===== config.mk =====
export PLATFORM = sky130hd
export DESIGN_NAME = retro_catc_mem_arbiter
export DESIGN_NICKNAME = d
export VERILOG_FILES = /design/src/rtl/retro_catc_mem_arbiter.sv
export SDC_FILE = /design/constraint.sdc
export NUM_CORES = 1
export LEC_CHECK = 0
export ABC_AREA = 0
export ABC_CLOCK_PERIOD_IN_PS = 1920
export CORE_ASPECT_RATIO = 0.6
export CORE_MARGIN = 10
export CORE_UTILIZATION = 29
export CTS_BUF_LIST = sky130_fd_sc_hd__clkbuf_16
export DETAILED_ROUTE_END_ITERATION = 8
export GPL_TIMING_DRIVEN = 1
export MAX_ROUTING_LAYER = met4
export PLACE_DENSITY = 0.65
export SETUP_SLACK_MARGIN = 0.05
export SYNTH_ARGS = -nofsm -noshare
export SYNTH_HDL_FRONTEND = slang
export SYNTH_SLANG_ARGS = --single-unit

===== constraint.sdc =====
create_clock -name Clk -period 1.92 [get_ports Clk]
set_clock_uncertainty 0.05 [all_clocks]
set_input_delay 0.192 -clock Clk [delete_from_list [all_inputs] [get_ports Clk]]
set_output_delay 0.192 -clock Clk [all_outputs]
set_load 0.05 [all_outputs]

===== src/rtl/retro_catc_mem_arbiter.sv =====
// Purpose : round-robin share of one slow backing-memory port between NumReq requesters, one transaction in flight.
// Latency : ReqValid rise on an idle port -> RspValid after 3 cycles plus memory latency (IDLE, ISSUE, WAIT..MemAck, RESP).
// Backpressure: requesters hold ReqValid until their RspValid; Delay freezes the core clock-enable while anyone waits.
//
// Ports
//   Clk, Reset              core clock, synchronous active-high reset
//   ReqValid/ReqWrite       per-requester level request and direction
//   ReqAddr/ReqWData        packed per-requester address / write data (requester i at [i*W +: W])
//   RspValid/RspData/RspError  one-cycle completion pulse, read data, timeout-abort marker
//   MemReq/MemWrite/MemAddr/MemWData  registered request to the backing memory
//   MemAck/MemRData         one-cycle completion and read data from memory
//   Delay                   combinational stall request to CATC
//   StallClear/StallCount/TimeoutFlag  debug counters: saturating stall cycles, sticky timeout
module retro_catc_mem_arbiter #(
    parameter int NumReq        = 4,
    parameter int AddrWidth     = 24,
    parameter int DataWidth     = 16,
    parameter int TimeoutCycles = 4096,
    parameter int StallBits     = 16
) (
    input  logic                          Clk,
    input  logic                          Reset,
    input  logic [NumReq-1:0]             ReqValid,
    input  logic [NumReq-1:0]             ReqWrite,
    input  logic [NumReq*AddrWidth-1:0]   ReqAddr,
    input  logic [NumReq*DataWidth-1:0]   ReqWData,
    output logic [NumReq-1:0]             RspValid,
    output logic [DataWidth-1:0]          RspData,
    output logic                          RspError,
    output logic                          MemReq,
    output logic                          MemWrite,
    output logic [AddrWidth-1:0]          MemAddr,
    output logic [DataWidth-1:0]          MemWData,
    input  logic                          MemAck,
    input  logic [DataWidth-1:0]          MemRData,
    output logic                          Delay,
    input  logic                          StallClear,
    output logic [StallBits-1:0]          StallCount,
    output logic                          TimeoutFlag
);

    localparam int IdxW = (NumReq > 1) ? $clog2(NumReq) : 1;
    localparam int CntW = (TimeoutCycles > 1) ? $clog2(TimeoutCycles) : 1;
    localparam logic [CntW-1:0] CntLast = CntW'(TimeoutCycles - 1);
    localparam logic [IdxW-1:0] IdxLast = IdxW'(NumReq - 1);

    typedef enum logic [1:0] {
        StIdle  = 2'd0,
        StIssue = 2'd1,
        StWait  = 2'd2,
        StResp  = 2'd3
    } state_t;

    state_t            state;
    state_t            stateNext;

    logic [IdxW-1:0]   rrPtr;
    logic [IdxW-1:0]   grantIdx;
    logic [NumReq-1:0] shadow;
    logic [NumReq-1:0] elig;
    logic [NumReq-1:0] grantOneHot;
    logic [CntW-1:0]   toCnt;

    logic              pickVld;
    logic [IdxW-1:0]   pickIdx;

    logic              doGrant;
    logic              doAck;
    logic              doTimeout;
    logic              doResp;
    logic              cntClr;
    logic              cntInc;

    // The requester just served still shows ReqValid for one cycle after
    // its RspValid; the shadow mask keeps it from being granted again.
    assign elig        = ReqValid & ~shadow;
    assign grantOneHot = {{(NumReq-1){1'b0}}, 1'b1} << grantIdx;

    // Combinational so CATC drops its clock-enable in the same cycle a
    // request appears, not one cycle later.
    assign Delay    = (|elig) || (state != StIdle);
    assign RspValid = (state == StResp) ? grantOneHot : '0;

    // Round-robin pick: first eligible requester at or above rrPtr, wrapping.
    always_comb begin
        int cand;
        cand    = 0;
        pickVld = 1'b0;
        pickIdx = '0;
        for (int k = 0; k < NumReq; k++) begin
            cand = int'(rrPtr) + k;
            if (cand >= NumReq) begin
                cand = cand - NumReq;
            end
            if (!pickVld && elig[cand]) begin
                pickVld = 1'b1;
                pickIdx = IdxW'(cand);
            end
        end
    end

    always_ff @(posedge Clk) begin
        if (Reset) begin
            state <= StIdle;
        end else begin
            state <= stateNext;
        end
    end

    always_comb begin
        stateNext = state;
        doGrant   = 1'b0;
        doAck     = 1'b0;
        doTimeout = 1'b0;
        doResp    = 1'b0;
        cntClr    = 1'b0;
        cntInc    = 1'b0;
        case (state)
            StIdle: begin
                if (pickVld) begin
                    doGrant   = 1'b1;
                    stateNext = StIssue;
                end
            end
            StIssue: begin
                cntClr    = 1'b1;
                stateNext = StWait;
            end
            StWait: begin
                // An ack on the last permitted cycle still wins over the abort.
                if (MemAck) begin
                    doAck     = 1'b1;
                    stateNext = StResp;
                end else if (toCnt == CntLast) begin
                    doTimeout = 1'b1;
                    stateNext = StResp;
                end else begin
                    cntInc = 1'b1;
                end
            end
            StResp: begin
                doResp    = 1'b1;
                stateNext = StIdle;
            end
            default: begin
                stateNext = StIdle;
            end
        endcase
    end

    always_ff @(posedge Clk) begin
        if (Reset) begin
            rrPtr       <= '0;
            grantIdx    <= '0;
            shadow      <= '0;
            toCnt       <= '0;
            MemReq      <= 1'b0;
            MemWrite    <= 1'b0;
            MemAddr     <= '0;
            MemWData    <= '0;
            RspData     <= '0;
            RspError    <= 1'b0;
            StallCount  <= '0;
            TimeoutFlag <= 1'b0;
        end else begin
            if (doGrant) begin
                grantIdx <= pickIdx;
                MemReq   <= 1'b1;
                MemWrite <= ReqWrite[pickIdx];
                MemAddr  <= ReqAddr[int'(pickIdx)*AddrWidth +: AddrWidth];
                MemWData <= ReqWData[int'(pickIdx)*DataWidth +: DataWidth];
            end

            if (doAck || doTimeout) begin
                MemReq <= 1'b0;
            end

            if (cntClr) begin
                toCnt <= '0;
            end else if (cntInc) begin
                toCnt <= toCnt + CntW'(1);
            end

            // Writes return zero data so RspData never carries stale reads.
            if (doAck) begin
                RspData  <= MemWrite ? '0 : MemRData;
                RspError <= 1'b0;
            end else if (doTimeout) begin
                RspData  <= '0;
                RspError <= 1'b1;
            end

            shadow <= doResp ? grantOneHot : '0;

            if (doResp) begin
                rrPtr <= (grantIdx == IdxLast) ? '0 : grantIdx + IdxW'(1);
            end

            if (StallClear) begin
                StallCount <= '0;
            end else if (Delay && (StallCount != '1)) begin
                StallCount <= StallCount + StallBits'(1);
            end

            // A timeout in the same cycle as a clear leaves the flag set.
            if (doTimeout) begin
                TimeoutFlag <= 1'b1;
            end else if (StallClear) begin
                TimeoutFlag <= 1'b0;
            end
        end
    end

endmodule


==> Yosys cells after proc, flatten, opt, wreduce, memory -nomap -nowiden <==
Cells that the tools add are included.
{ "word_totals": {"reg_bits": 98, "latchBits": 0, "mem_bits_rw": 0, "rom_bits": 0, "in_bits": 188, "output_inout_bits": 81, "wordCells": 116, "memories": 0} }
{ "classes": {"add_sub_neg": 10, "multipliers": 1, "div_mod_pow": 0, "magnitude_cmp": 9, "eq_ne": 8, "shifts": 3, "n_mux": 49, "bitwise_logic": 3, "reduce_logical": 20} }
{ "ops": {"columns": ["cell", "n"], "rows": [
  ["$lt 32x4->1 const B", 4],
  ["$mux 32", 4],
  ["$shiftx 96x8->24", 1],
  ["$shiftx 64x7->16", 1],
  ["$mux 16", 3],
  ["$mux 1", 27],
  ["$add 16x1->16 const B", 1],
  ["$mux 2", 8],
  ["$ne 16x16->1 const B", 1],
  ["$add 12x1->12 const B", 1],
  ["$eq 12x12->1 const B", 1],
  ["$sub 3x3->4 const B", 3],
  ["$bmux 1 s2", 5],
  ["$reduce_or 2->1", 5],
  ["$ge 3x3->1 const B", 3],
  ["$pmux 2 s4", 1],
  ["$add 2x2->3 const B", 2],
  ["$eq 2x2->1 const B", 3],
  ["$reduce_bool 2->1", 3],
  ["$and 4x4->4", 1],
  ["$logic_and 1x1->1", 4],
  ["$mul 2x2->4 const B", 1],
  ["$mux 4", 1],
  ["$not 4->4", 1],
  ["other kinds (15)", 18]
]} }

==> Longest topological paths before layout <==
{ "depth": {"word_depth": 17, "depth_mapped": 9, "ltp_nobuf": 7} }

==> Least setup slack after synthesis <==
Ideal clock, no wire load.
{ "synth_path": {"kind": "reg2reg", "startpoint": "register StallCount[3]", "endpoint": "register StallCount[15]", "setup_time_ps": 121, "arrival_ps": 2076, "t_required_ps": 1749, "path_slack_ps": -327, "stages_incl_launch_ff": 6, "n_path_buf": 0, "synth_period_minus_slack_ps": 2247, "path_cell_list": "dfxtp_1 and4_1 nand4_2 a2111oi_2 nand3_1 mux2_2"} }
{ "synth_via": {"elab_chain_len": 2, "elab_cells_between_ends": 3, "cone_classes": "1 x add/sub; 1 x eq/ne; 1 x reduce/logical"} }
{ "synth_lines": {"columns": ["element", "line", "source"], "rows": [
  ["start: declaration", "38", "output logic [StallBits-1:0] StallCount,"],
  ["start signal: assignment", "202", "StallCount <= StallCount + StallBits'(1);"],
  ["branches (longest 2 deep; another with $add 16x1->16)", null, null]
]} }
Several ways; the timed one is not identified.
A chain may end at the register's enable or synchronous reset.

==> Worst setup path after layout <==
{ "layout_path": {"startpoint": "register shadow[3]", "endpoint": "register MemAddr[6]"} }
{ "layout_via": {"elab_chain_len": 17, "elab_cells_between_ends": 32, "cone_classes": "1 x mul; 1 x shift; 22 x mux; 2 x bitwise; 6 x reduce/logical"} }
{ "layout_lines": {"columns": ["element", "line", "source"], "rows": [
  ["start: declaration", "59", "logic [NumReq-1:0] shadow;"],
  ["start signal: assignment", "193", "shadow <= doResp ? grantOneHot : '0;"],
  ["$not 4->4 *", "76", "assign elig = ReqValid & ~shadow;"],
  ["$and 4x4->4 *", "76", null],
  ["$bmux 1 s2", "95", "if (!pickVld && elig[cand]) begin"],
  ["$mux 1 (not written as such) (2 in a row)", "95", null],
  ["$mux 1", "95", null],
  ["$logic_not 1->1", "95", null],
  ["$logic_and 1x1->1", "95", null],
  ["$mux 1", "95", null],
  ["$logic_not 1->1", "95", null],
  ["$logic_and 1x1->1", "95", null],
  ["$mux 1", "95", null],
  ["$logic_not 1->1", "95", null],
  ["$logic_and 1x1->1", "95", null],
  ["$mux 2 or $mux 1 (tied branches)", "95", null],
  ["$mul 2x2->4 or $mux 1 (tied branches)", "170, 120", null],
  ["$shiftx 96x8->24 or $mux 1 (tied branches)", "170, 118", null],
  ["end signal: assignment", "170", "MemAddr <= ReqAddr[int'(pickIdx)*AddrWidth +: AddrWidth];"],
  ["end: declaration", "32", "output logic [AddrWidth-1:0] MemAddr,"]
]} }
Mark *: on every way between the ends. The rest lies on a longest branch, timed or not. The select of a mux whose other input is x is not followed.

==> flow_metrics.tcl <==
set metrics [dict create \
    antenna_found_initial 4 \
    netlist_area_sq_mm 0.00569 \
    min_to "shadow[0]" \
    startpoint "shadow[3]" \
    startpoint_type "flop" \
    path_cells "nor2b_4, o41ai_4, buf_6, buf_12, clkbuf_16, nor3_1, or3_1, a221oi_2" \
    slew_viol_final 0 \
    hold_violations 0 \
    io_pins 269 \
    syn_to_final_growth_pct 79.5 \
    fin_crit_ps 1950 \
    finalSetupViolCount 7 \
    async_flop_share_pct 0 \
    cp-end-kind "flop" \
    row_count 39 \
    synth.top_cells.by_area "dfxtp_1, mux2i_1, a221oi_2, nor2_1, or3_1" \
    cap_violations 0 \
    r2r-end "MemAddr[6]" \
    gp_congestion 0.820 \
    via_count 5920 \
    coreArea_sq_mm 0.0191 \
    setup_ws_ps -28.8 \
    required_ps 2130 \
    drc 0 \
    die_h_microns 129 \
    crit_type "reg2reg" \
    clk_pin_slew_ps 80 \
    ant_nets 0 \
    syn-mean-instance-area_sq_um 9.35 \
    start_util_pct 29.8 \
    wl_per_cell_microns 20.7 \
    fin_setup_tns_ps -67.0 \
    crit_fanout 7 \
    violations "setup timing" \
    grt_pass1_vias 5759 \
    tightest_slew_ps 568 \
    die_width_microns 201 \
    synth.distinct_cells 56 \
    min_from "Reset" \
    syn_inst 609 \
    vias_per_cell 4.95 \
    power_density_mw_per_mm2 1070 \
    numPortBuffers 268 \
    hpwlAfterDp_mm 18.2 \
    p_leak_nw 4.03 \
    seq_area_sq_mm 0.00200 \
    drt_iter0_markers 292 \
    stdcell_area_sq_mm 0.0102 \
    power_w 0.0109 \
    worst_path_largest_cell_delay_ps 380 \
    grt_usage_pct 18.3 \
    die-area_sq_mm 0.0258 \
    r2r_setup_slack_ps -30 \
    yosys.area.top_type "dfxtp_1" \
    run_status "finished with violations" \
    yosysTopAreaCellShare_pct 34.5 \
    clock_sinks 98 \
    multi_input_area_sq_mm 0.00393 \
    fin_crit_sh_pct 101 \
    peakVddDrop_uv 498 \
    tritoncts "yes" \
    fillCellCount 1714 \
    layout_commonest_cell "clkdlybuf4s50_1" \
    clk_path_buf_depth 2 \
    hold_path.class "in2reg" \
    grt_start_max_net_pins 29 \
    cts_buffers 9 \
    synth_edf_count 0 \
    clock_latency_ps 350 \
    reg2reg_depth 8 \
    first_pass_iters 6 \
    overflow 0 \
    slowest_stage "o41ai_4" \
    layout_common_cells "clkdlybuf4s50_1, dfxtp_1, mux2i_1, nor2_1, buf_4" \
    worstReg2RegStart "shadow[3]" \
    synth_ff_type "dfxtp_1" \
    slew_headroom_pct 62.0 \
    place_area_sq_mm 0.00911 \
    htreeDepth 3 \
    final_core_util_pct 53.4 \
    timing.fmax_mhz 513 \
    grt_pass1_wl_mm 36.4 \
    grt_setup_unrepaired "true" \
    drive_gt1_share_pct 23.9 \
    synth-seq-area-share_pct 34.5 \
    syn_nets 808 \
    drt-total-wl_mm 24.7 \
    yosys_warnings 0 \
    yosys_register_bits 98 \
    cts-root-buf "clkbuf_16" \
    hold_path_depth 2 \
    final_nets 1119 \
    cp_data_arrival_time_ps 2160 \
    cts_hold_buf 0 \
    pre_cts_slack_ps -548 \
]
-- per-stage QoR --
| stage | cells | hold WS, ps |
|---|---|---|
| finish | 1195 | 223 |
| global route | 1195 | 251 |
| CTS | 1181 | 200 |
| detailed placement | 1151 | 414 |
| global placement | 1151 | 398 |
| floorplan | 609 | 241 |
-- per-layer routing --
layer,wire [microns],up-vias,global-route usage [%]
met5,0,-,-
li1,-,2896,-
met3,1300,10,4.24
met2,11300,174,27.7
met4,106,0,3.15
met1,12000,2840,24.6
-- registers in the layout (all words and copies together), names as in the netlist, 2 cells and up --
name / cells
MemWData: 16
StallCount: 16
state: 2
MemAddr: 24
grantIdx: 2
shadow: 4
RspData: 16
toCnt: 12
rrPtr: 2
-- logic make-up (layout without fill, tap and decap cells) --
family          Yosys count  after routing  share of synthesized area [%]
simple gates            236            239                           22.6
compound gates          105            105                           17.7
flops                    98             98                           34.5
mux                      87             87                           15.3
buf+inv                  60            373                           5.74
xor+xnor                 12             12                           1.85
fa+ha+maj                11             11                           2.42
other cells               0              4                              0
-- repair_timing --
action	CTS	global route
pin swaps	4	9
gates resized for setup	44	81
endpoints found under the setup margin	57	63
setup buffers	10	6
cloned	4	6
-- Yosys cell counts, drive strengths merged (11+ instances only) --
library cell,count
nand2b,26
a221oi,25
clkbuf,19
nand3b,17
xnor2,11
buf,26
or3,31
inv,15
nand3,11
nand2,20
o221ai,17
nor3,33
a21oi,13
mux2i,86
nor2,56
dfxtp,98
ha,11
a22o,16
-- layout make-up --
class	count	area share, %
clock inverter	7	0.710
antenna	4	0.0980
sequential	98	19.5
inverter	15	0.551
multi-input combinational	454	38.4
tap	266	3.26
clock buffer	9	2.20
timing repair buffer	342	35.2
-- worst max-delay path, delay by kind of cell (launching register included) --
kind,cells,cell delay (ps)
buffers and inverters,3,470
AND/OR/NAND/NOR,3,430
flip-flops,1,370
AO/OA/AOI/OAI,2,540
-- where the power goes --
group          switching (W)  leakage (nW)  internal (W)
clock network       0.000924         0.143      0.000921
registers           0.000255         0.811       0.00245
logic                0.00349          3.07       0.00285
total                0.00467          4.03       0.00622
-- how the worst max path moves through the flow --
stage,endpoint,slack [ps],cells past startpoint
after floorplan,StallCount[15],-50,5
after global placement,MemAddr[2],-500,8
after detailed placement,MemAddr[2],-550,8
after CTS,MemAddr[6],-10,7
after global routing,MemAddr[12],-80,8
final,MemAddr[6],-30,8
Power figures use the tool's default switching activity.
